[src/rtl/wb_serial_arbiter.sv]
// ---------------------------------------------------------------------------
// wb_serial_arbiter
// Two-master Wishbone arbiter in front of the serial transmitter's single
// slave port. M0 is the host/CPU side, M1 the test sequencer / DMA side.
// Ownership is granted round-robin when both request together and is then
// held for the whole CYC. A watchdog aborts a strobe that waits too long
// for ACK/ERR, answering the owner with ERR.
//
// Ports
//   CLK_I, RST_I             clock (rising edge), async active-low reset
//   M0_* / M1_*              master-side Wishbone ports (CYC/STB/WE/ADR/DAT in,
//                            ACK/ERR/DAT out)
//   S_*                      slave-side Wishbone port towards the transmitter
//   GNT_O                    one-hot current owner, 00 when the bus is free
//   TIMEOUT_O                one-cycle pulse when the watchdog fires
// ---------------------------------------------------------------------------
module wb_serial_arbiter #(
    parameter int AW          = 32,
    parameter int DW          = 32,
    parameter int TIMEOUT_CYC = 255
) (
    input  logic          CLK_I,
    input  logic          RST_I,
    input  logic          M0_CYC_I,
    input  logic          M0_STB_I,
    input  logic          M0_WE_I,
    input  logic [AW-1:0] M0_ADR_I,
    input  logic [DW-1:0] M0_DAT_I,
    output logic          M0_ACK_O,
    output logic          M0_ERR_O,
    output logic [DW-1:0] M0_DAT_O,
    input  logic          M1_CYC_I,
    input  logic          M1_STB_I,
    input  logic          M1_WE_I,
    input  logic [AW-1:0] M1_ADR_I,
    input  logic [DW-1:0] M1_DAT_I,
    output logic          M1_ACK_O,
    output logic          M1_ERR_O,
    output logic [DW-1:0] M1_DAT_O,
    output logic          S_CYC_O,
    output logic          S_STB_O,
    output logic          S_WE_O,
    output logic [AW-1:0] S_ADR_O,
    output logic [DW-1:0] S_DAT_O,
    input  logic          S_ACK_I,
    input  logic          S_ERR_I,
    input  logic [DW-1:0] S_DAT_I,
    output logic [1:0]    GNT_O,
    output logic          TIMEOUT_O
);

    localparam int WCW = $clog2(TIMEOUT_CYC + 1);
    localparam logic [WCW-1:0] WLIMIT = WCW'(TIMEOUT_CYC - 1);

    typedef enum logic [1:0] {
        IDLE  = 2'd0,
        OWN0  = 2'd1,
        OWN1  = 2'd2,
        ABORT = 2'd3
    } state_e;

    state_e         state_q, state_d;
    logic           lastOwner_q, lastOwner_d;    // 0 = M0, 1 = M1
    logic           abortOwner_q, abortOwner_d;  // owner that was aborted
    logic [WCW-1:0] wcnt_q, wcnt_d;

    logic          owning;
    logic          curOwner;
    logic          ownCyc;
    logic          ownStb;
    logic          ownWe;
    logic [AW-1:0] ownAdr;
    logic [DW-1:0] ownDat;
    logic          slvDone;
    logic          fire;

    always_ff @(posedge CLK_I or negedge RST_I) begin
        if (!RST_I) begin
            state_q      <= IDLE;
            lastOwner_q  <= 1'b1;
            abortOwner_q <= 1'b0;
            wcnt_q       <= '0;
        end else begin
            state_q      <= state_d;
            lastOwner_q  <= lastOwner_d;
            abortOwner_q <= abortOwner_d;
            wcnt_q       <= wcnt_d;
        end
    end

    // Select the current owner's request. In ABORT the owner is remembered
    // separately so its CYC can still be watched for the exit condition.
    always_comb begin
        owning   = (state_q == OWN0) || (state_q == OWN1);
        curOwner = (state_q == OWN1) ? 1'b1 :
                   (state_q == OWN0) ? 1'b0 : abortOwner_q;
        ownCyc   = curOwner ? M1_CYC_I : M0_CYC_I;
        ownStb   = curOwner ? M1_STB_I : M0_STB_I;
        ownWe    = curOwner ? M1_WE_I  : M0_WE_I;
        ownAdr   = curOwner ? M1_ADR_I : M0_ADR_I;
        ownDat   = curOwner ? M1_DAT_I : M0_DAT_I;
        slvDone  = S_ACK_I | S_ERR_I;
        // A slave response in the firing cycle wins over the timeout.
        fire     = owning && ownCyc && ownStb && !slvDone && (wcnt_q == WLIMIT);
    end

    // Next-state logic: arbitration in IDLE, hold while owner CYC stays high,
    // abort on watchdog, and round-robin bookkeeping when ownership ends.
    always_comb begin
        state_d      = state_q;
        lastOwner_d  = lastOwner_q;
        abortOwner_d = abortOwner_q;
        unique case (state_q)
            IDLE: begin
                if (M0_CYC_I && M1_CYC_I) begin
                    state_d = lastOwner_q ? OWN0 : OWN1;
                end else if (M0_CYC_I) begin
                    state_d = OWN0;
                end else if (M1_CYC_I) begin
                    state_d = OWN1;
                end
            end
            OWN0, OWN1: begin
                if (!ownCyc) begin
                    state_d     = IDLE;
                    lastOwner_d = curOwner;
                end else if (fire) begin
                    state_d      = ABORT;
                    abortOwner_d = curOwner;
                end
            end
            ABORT: begin
                if (!ownCyc) begin
                    state_d     = IDLE;
                    lastOwner_d = abortOwner_q;
                end
            end
            default: state_d = IDLE;
        endcase
    end

    // Watchdog counter: counts strobe cycles without a slave response. It can
    // never pass WLIMIT because reaching it either fires or gets answered.
    always_comb begin
        wcnt_d = '0;
        if (owning && ownCyc && ownStb && !slvDone && !fire) begin
            wcnt_d = wcnt_q + WCW'(1);
        end
    end

    // Output muxing: the owner is wired straight through to the slave; the
    // non-owner never sees ACK/ERR. Read data goes to both masters.
    always_comb begin
        S_CYC_O   = 1'b0;
        S_STB_O   = 1'b0;
        S_WE_O    = 1'b0;
        S_ADR_O   = '0;
        S_DAT_O   = '0;
        M0_ACK_O  = 1'b0;
        M0_ERR_O  = 1'b0;
        M1_ACK_O  = 1'b0;
        M1_ERR_O  = 1'b0;
        TIMEOUT_O = fire;
        M0_DAT_O  = S_DAT_I;
        M1_DAT_O  = S_DAT_I;
        GNT_O     = 2'b00;
        if (owning) begin
            S_CYC_O = ownCyc;
            S_STB_O = ownStb;
            S_WE_O  = ownWe;
            S_ADR_O = ownAdr;
            S_DAT_O = ownDat;
            if (curOwner) begin
                M1_ACK_O = S_ACK_I;
                M1_ERR_O = S_ERR_I | fire;
            end else begin
                M0_ACK_O = S_ACK_I;
                M0_ERR_O = S_ERR_I | fire;
            end
        end
        if (state_q != IDLE) begin
            GNT_O = curOwner ? 2'b10 : 2'b01;
        end
    end

endmodule

[config.mk]
export PLATFORM = sky130hd
export DESIGN_NAME = wb_serial_arbiter
export DESIGN_NICKNAME = d
export VERILOG_FILES = /design/src/rtl/wb_serial_arbiter.sv
export SDC_FILE = /design/constraint.sdc
export NUM_CORES = 1
export LEC_CHECK = 0
export BUFFER_PORTS_ARGS = -buffer_cell sky130_fd_sc_hd__buf_2
export CAP_MARGIN = 20
export CORE_AREA = 2 2 120 122
export DETAILED_ROUTE_END_ITERATION = 10
export DIE_AREA = 0 0 122 124
export RECOVER_POWER = 25
export SLEW_MARGIN = 10
export SYNTH_ARGS = -nofsm -noshare
export SYNTH_HDL_FRONTEND = slang
export SYNTH_SLANG_ARGS = --single-unit
export TNS_END_PERCENT = 100
[constraint.sdc]
create_clock -name CLK_I -period 2.2 [get_ports CLK_I]
set_input_delay 0.44 -clock CLK_I [delete_from_list [all_inputs] [get_ports CLK_I]]
set_output_delay 0.44 -clock CLK_I [all_outputs]
set_load 0.005 [all_outputs]
# == Word-level counts from Yosys, hierarchy flattened ==
# Cells that the tools add are included.
# totals
inputBits,170
ff_bits,12
word_cells,65
# classes
add_sub_neg,1
bitwise,2
reduce_logical,16
eq_ne,8
mux,34
# op_table
cell,count
$mux W32,4
$mux W1,18
$mux W2,9
$reduce_and A3 Y1,3
$add A8 B1 Y8 const B,1
$eq A8 B8 Y1 const B,1
$mux W8,1
$logic_and A1 B1 Y1,6
$pmux W2 S3,1
$eq A2 B2 Y1 const B,2
$ne A2 B2 Y1 const B,2
$ne A4 B4 Y1 const B,1
$reduce_bool A2 Y1,2
$ne A3 B3 Y1 const B,1
$eq A2 B1 Y1 const B,1
$logic_not A1 Y1,2
$logic_not A2 Y1,1
$or A1 B1 Y1,2
$pmux W1 S2,1
$reduce_or A2 Y1,1
$logic_or A1 B1 Y1,1

# == Depth between registers and ports, before layout ==
# Gate-level depths: netlist (run 1).
# logic_depth
ltp_word,11
depth_mapped,9
depth_no_buf,7

# == Worst setup path before layout (run 1) ==
# OpenSTA, ideal clock, no wires.
# synth_timing
path_type,reg2out
from,register state_q[1]
to,output M0_ERR_O
path_stages_with_launch,9
required_ns,1.760
setup_slack_ns,0.075
path_buffers,1
arrival_time_ns,1.685
path_cell_list,dfrtp_1 inv_1 ha_1 nand2b_1 and4_1 or2_1 and3_1 buf_6 o211a_1
# synth_via
elab_chain_cells,11
elab_cells_between_ends,14
cone_classes,eq/ne (2); mux (6); bitwise (1); reduce/logical (5)
# synth_rtl
item,line_no,text
"start, declared",62,"state_e state_q, state_d;"
"start signal, assigned",84,state_q <= state_d;
$eq A2 B1 Y1,"94, 96",
$mux W1,96,(state_q == OWN0) ? 1'b0 : abortOwner_q;
$mux W1,95,curOwner = (state_q == OWN1) ? 1'b1 :
$mux W1,97,ownCyc = curOwner ? M1_CYC_I : M0_CYC_I;
$logic_and A1 B1 Y1,104,fire = owning && ownCyc && ownStb && !slvDone && (wcnt_q == WLIMIT);
$logic_and A1 B1 Y1 (*) (3 in a row),104,
named net TIMEOUT_O,49,output logic TIMEOUT_O
$or A1 B1 Y1 (*),178,M0_ERR_O = S_ERR_I | fire;
$mux W1 (*),173,if (curOwner) begin
$mux W1 (*),167,if (owning) begin
"end, declared",30,"output logic M0_ERR_O,"
# Mark *: on every way through the listed nets, which the timed path passes. The rest lies on a longest branch.

# == Worst setup path in the final report (run 1) ==
# layout_timing
from,register state_q[1]
to,output M0_ERR_O
# layout_via
elab_chain_cells,11
elab_cells_between_ends,14
cone_classes,eq/ne (2); mux (6); bitwise (1); reduce/logical (5)
# layout_rtl
item,line_no
$eq A2 B1 Y1,"94, 96"
$mux W1,96
$mux W1,95
$mux W1,97
$logic_and A1 B1 Y1 (4 in a row),104
$or A1 B1 Y1,178
$mux W1,173
$mux W1 (*),167
# Every way passes the cells marked *; elsewhere a longest branch is shown, timed or not.

==> impl_metrics.tcl, run 1 <==
set metrics [dict create \
    async_flop_share_pct 100 \
    overflow 0 \
    synth_top_family_by_area "simple AND/OR/NAND/NOR gates" \
    drt_iter0_drc 122 \
    port_buffers 211 \
    synth_commonest_cells "nand2_1 (139), a21boi_0 (66), buf_4 (64), clkbuf_1 (14)" \
    placementRows 43 \
    r2r_end "state_q[0]" \
    drcViolationCount 0 \
    r2r_setup_slack_ns -0.04 \
    antenna_found_initial 0 \
    r2r_start "state_q[1]" \
    path_max_fanout 3 \
    synth_top_area_share_pct 21.9 \
    hold_buffers 0 \
    peakVddDrop_v 0.000799 \
    p_per_area_nw_per_um2 1590 \
    die_y_um 124 \
    drv_cap 0 \
    swShare_pct 40.6 \
    pwr-share-seq_pct 4.1 \
    post_drt_wl_per_cell_um 17.2 \
    crit_path_start_kind "flop" \
    synth-edff-count 0 \
    r2r_cells 9 \
    cts.clk_slew.worst_paths_ns 0.04 \
    fin_area_sq_um 4380 \
    combinationalPowerShare_pct 91.2 \
    synth-compound-area-share_pct 26.1 \
    synth_xor_xnor_area_share_pct 2.20 \
    grt_pass1_wl_mm 15.7 \
    synthAdderAreaFrac_pct 3.67 \
    dp_hpwl_mm 8.17 \
    fin_total_pwr_mw 6.96 \
    synthMuxAreaShare_pct 1.57 \
    drive_gt1_share_pct 58.6 \
    skew_ns 0.00123 \
    final_nets 738 \
    cts-buffers-inserted 3 \
    grtUsageTotal_pct 13.7 \
    yosys.area.top_type "nand2_1" \
    die_w_um 122 \
    synthCells 372 \
    setup_viol 57 \
    syn-num-nets 549 \
    avgSynthCellArea_sq_um 6.41 \
    yosysWarnings 0 \
    status "finished with violations" \
    synth-simple-area-share_pct 28.5 \
    fmax_mhz 421 \
    gp_congestion 0.898 \
    tritoncts "done" \
    initial_core_util_pct 17.4 \
    p_switching_mw 2.83 \
    hold_path.class "input pin to async pin" \
    clock_path_buffers 2 \
    seq_area_frac_synth_pct 12.6 \
    synth_area_leaders "nand2_1 (22%), a21boi_0 (21%), buf_4 (20%)" \
    synth_area_sq_um 2380 \
    coreArea_sq_um 13700 \
    internal_power_mw 4.13 \
    ant_nets 0 \
    p_leak_nw 2.36 \
    period_needed_ns 2.38 \
    period_share_pct 108 \
    io-pin-count 308 \
    first_pass_iters 4 \
    synth-seq-cells 12 \
    crit_required_ns 1.76 \
    violations "negative setup slack" \
    end_kind "output port" \
    finalMaxSlewViolations 0 \
    clock_sinks 12 \
    relSlewSlack_pct 58.1 \
    criticalPathCategory "flop to output port" \
    root_buffer "clkbuf_16" \
    synthMostInstantiatedCell "nand2_1" \
    clkLatencyLatePin_ns 0.23 \
    grt_pass1_vias 2720 \
    p_clk_share_pct 4.7 \
    rsz0062_at_grt "true" \
    crit_start "state_q[1]" \
    finalWirelength_mm 12.7 \
    die_area_sq_um 15100 \
    setup_ws_ns -0.175 \
    num_vias 3129 \
    area_growth_pct 83.6 \
    yosysUniqueCellTypes 36 \
    finalHoldViolCount 0 \
    avgViaCountPerCell 4.22 \
    ys.flop_type "dfrtp_1" \
    htree_levels 1 \
    worst_pin_slew_ns 0.628 \
    grt_max_degree 24 \
    arrival_ns 1.94 \
    place_area_sq_um 3310 \
]
[critical path, cell delays in order, from the launching register on]
cell and delay, ns:
dfrtp_1 0.38, inv_2 0.07, ha_4 0.17, nand2b_4 0.17
and4_1 0.22, or2_1 0.22, and3_4 0.16, o211a_1 0.19
buf_2 0.12
[layout by cell type, fill, tap and decap left out, types with 5 or more instances in the layout]
master	count
nor2_1	10
nand2_1	123
buf_16	9
clkbuf_16	11
buf_6	6
xor2_1	5
buf_8	7
a21boi_1	41
dfrtp_1	10
buf_12	11
buf_2	209
buf_4	21
nand2_2	13
a21boi_2	21
[metal layers]
metal	track usage [%]	vias up	part of all wire [%]
met5	0	-	0
met4	1.51	0	0.53
met3	4.35	8	10
met2	24.1	191	48
met1	16.9	1400	42
li1	-	1530	-
[state kept, by name, indices dropped and copies added, names as in the netlist]
name,count
lastOwner_q,1
wcnt_q,8
state_q,2
abortOwner_q,1
[final cells by class]
| type | count | area, sq um |
|---|---|---|
| fillers | 1487 | 9340 |
| repair buffers | 272 | 2050 |
| multi-input cells | 267 | 1700 |
| flip-flops and latches | 12 | 303 |
| well taps | 180 | 225 |
| clock buffers | 4 | 78.8 |
| inverters | 5 | 21.3 |
| diodes | 1 | 2.50 |
[per-stage QoR]
stage | hold WS, ns | worst slack (ns) | utilization (%) | TNS (ns) | cells
after floorplan | 0.144 | 0.0750 | - | 0 | 372
after global placement | 0.327 | 0.00280 | 24.1 | 0 | 694
after detailed placement | 0.327 | -0.0140 | 24.1 | -0.0154 | 694
after CTS | 0.0776 | -0.135 | 27.5 | -5.36 | 711
after global routing | 0.263 | -0.216 | 31.9 | -7.68 | 740
final | 0.199 | -0.175 | 31.9 | -3.23 | 741
[kinds of logic after synthesis]
logic type,Yosys count
AO/OA/AOI/OAI,83
XOR/XNOR,6
adder cells (fa/ha/maj),7
buffers and inverters,93
flip-flops,12
multiplexers,3
AND/OR/NAND/NOR,168
[timing repair]
action	CTS	global route
cloned	8	8
setup endpoints to repair	67	73
pin swaps	6	31
gates resized for setup	35	114
setup buffers	5	21
[worst max path at each step]
stage	slack, ns	endpoint
3_5_place_dp	-0.01	M0_ERR_O
2_1_floorplan	0.08	M0_ERR_O
6_report	-0.18	M0_ERR_O
3_3_place_gp	0.003	M0_ERR_O
4_1_cts	-0.13	M0_ERR_O
5_1_grt	-0.22	M0_ERR_O
[power by group through the flow]
| stage | clock, mW | sequential [mW] | combinational [mW] |
|---|---|---|---|
| 2_1_floorplan | 0 | 0.279 | 1.95 |
| 3_3_place_gp | 0 | 0.280 | 3.69 |
| 3_5_place_dp | 0 | 0.281 | 3.69 |
| 4_1_cts | 0.332 | 0.278 | 4.97 |
| 5_1_grt | 0.347 | 0.289 | 6.81 |
| 6_report | 0.325 | 0.287 | 6.34 |
Power figures use the tool's default switching activity.
==> run 2, diff against run 1 <==
CORE_AREA = 3 3 117 119   (was 2 2 120 122)
DIE_AREA = 0 0 120 122   (was 0 0 122 124)
HOLD_SLACK_MARGIN = 0.03   (was default)
==> run 2 against run 1 <==
  * The flow still finishes with violations (negative setup slack)
  * Combinational power decreased by 19%
  * Core utilization increased by 0.31 points
  * Final cell count fell by 3.4%
  * Clock power is 14% higher
  * Clock skew is 0.0019 ns higher
  * Sequential cell count unchanged
  * Setup slack better by 0.022 ns
  * Cell area is 6.7% lower
  * Worst hold slack gained 0.020 ns
  * Sequential share of layout area rose by 0.50 points
  * Sequential power down 1%
  * Critical path depth fell by 1
  * Largest cell class is now multi-input gates
==> impl_metrics.tcl, run 2 (synthesis results as in run 1) <==
set metrics [dict create \
    whs_ns 0.219 \
    antenna_found_initial 0 \
    tritoncts "done" \
    placementRows 41 \
    skew_ns 0.00310 \
    fmax_mhz 425 \
    first_pass_iters 4 \
    gp_congestion 0.778 \
    coreArea_sq_um 12700 \
    path_max_fanout 3 \
    htree_levels 1 \
    hold_buffers 0 \
    cts-buffers-inserted 3 \
    grt_max_degree 30 \
    peakVddDrop_v 0.000851 \
    crit_path_start_kind "flop" \
    die_area_sq_um 14600 \
    violations "negative setup slack" \
    clock_sinks 12 \
    drv_cap 0 \
    finalWirelength_mm 11.2 \
    root_buffer "clkbuf_16" \
    setup_ws_ns -0.153 \
    grt_pass1_vias 2809 \
    drive_gt1_share_pct 61.2 \
    largestRegisters "wcnt_q x8, state_q x2" \
    initial_core_util_pct 18.8 \
    dp.cells 698 \
    period_share_pct 107 \
    drcViolationCount 0 \
    status "finished with violations" \
    clock_path_buffers 2 \
    setup_viol 70 \
    top_register "wcnt_q" \
    rsz0062_at_grt "true" \
    dp_hpwl_mm 8.40 \
    worst_pin_slew_ns 0.697 \
    relSlewSlack_pct 53.5 \
    arrival_ns 1.91 \
    ant_nets 0 \
    grt_pass1_wl_mm 15.3 \
    io-pin-count 308 \
    num_vias 2999 \
    area_growth_pct 71.2 \
    grtUsageTotal_pct 13.0 \
    final_core_util_pct 32.2 \
    tns_ns -3.75 \
    final_common_cell "buf_2" \
    largest_reg_flops 8 \
    drt_iter0_drc 125 \
    die_y_um 122 \
    pre_cts_ws_ns -0.0310 \
    p_leak_nw 2.22 \
    cts.clk_slew.worst_paths_ns 0.04 \
    criticalPathCategory "flop to output port" \
    overflow 0 \
    final_cell_mix "buf_2 (208), nand2_1 (107), a21boi_1 (40)" \
    hold_path.class "input pin to async pin" \
    port_buffers 211 \
    post_drt_wl_per_cell_um 15.6 \
    die_w_um 120 \
    finalMaxSlewViolations 0 \
    p_per_area_nw_per_um2 1420 \
    clkLatencyLatePin_ns 0.24 \
    finalHoldViolCount 0 \
    final_nets 722 \
    end_kind "output port" \
    final_cells 716 \
    period_needed_ns 2.35 \
    crit_required_ns 1.76 \
    num_antenna_cells 0 \
    avgViaCountPerCell 4.19 \
]
## run 2: metrics by stage
step / total power [mW] / cell area (sq um)
finish: 5.79 / 4080
floorplan: 2.23 / 2380
global placement: 4.15 / 3390
detailed placement: 4.15 / 3390
global route: 6.24 / 4080
CTS: 5.16 / 3680
## run 2: metal layers
layer | wire, um | vias to the layer above | GRT usage (%)
li1 | - | 1491 | -
met1 | 4510 | 1346 | 15.8
met2 | 5580 | 151 | 23.0
met3 | 988 | 11 | 4.04
met4 | 73 | 0 | 1.86
met5 | 0 | - | 0
## run 2: critical path, cell delays in order, from the launching register on
cell     delay [ns]
dfrtp_1        0.39
buf_6          0.14
ha_4           0.17
o211a_1        0.21
or2_1          0.24
and3_4         0.17
o211a_1        0.23
buf_2          0.13
## run 2: worst paths after layout
kind	start	slack [ns]	depth (start not counted)	endpoint
max	state_q[1]	-0.15	7	M0_ERR_O
min	RST_I	0.22	1	wcnt_q[7]
max reg2reg	state_q[1]	0.17	8	state_q[1]
min reg2reg	wcnt_q[5]	0.53	2	wcnt_q[5]
max in group asynchronous	RST_I	1.50	1	state_q[0]
min in group CLK_I	wcnt_q[5]	0.53	2	wcnt_q[5]
## run 2: cell type report
cell class,instances,area [sq um]
Clock buffer,4,88.8
Fill cell,1372,8590
Inverter,5,18.8
Multi-Input combinational cell,267,1820
Sequential cell,12,303
Tap cell,172,215
Timing Repair Buffer,256,1630
## run 2: power by group
part	internal [mW]	switching (mW)	total (mW)
clock	0.274	0.0962	0.371
sequential	0.256	0.0269	0.283
combinational	2.74	2.40	5.14
## run 2: what timing repair did
item                       4_1_cts  5_1_grt
pin swaps                        7       58
setup endpoints to repair       71       71
gates resized for setup         80      103
buffers inserted                 5        5
hold endpoints to repair         0        0
gates cloned                     2        3
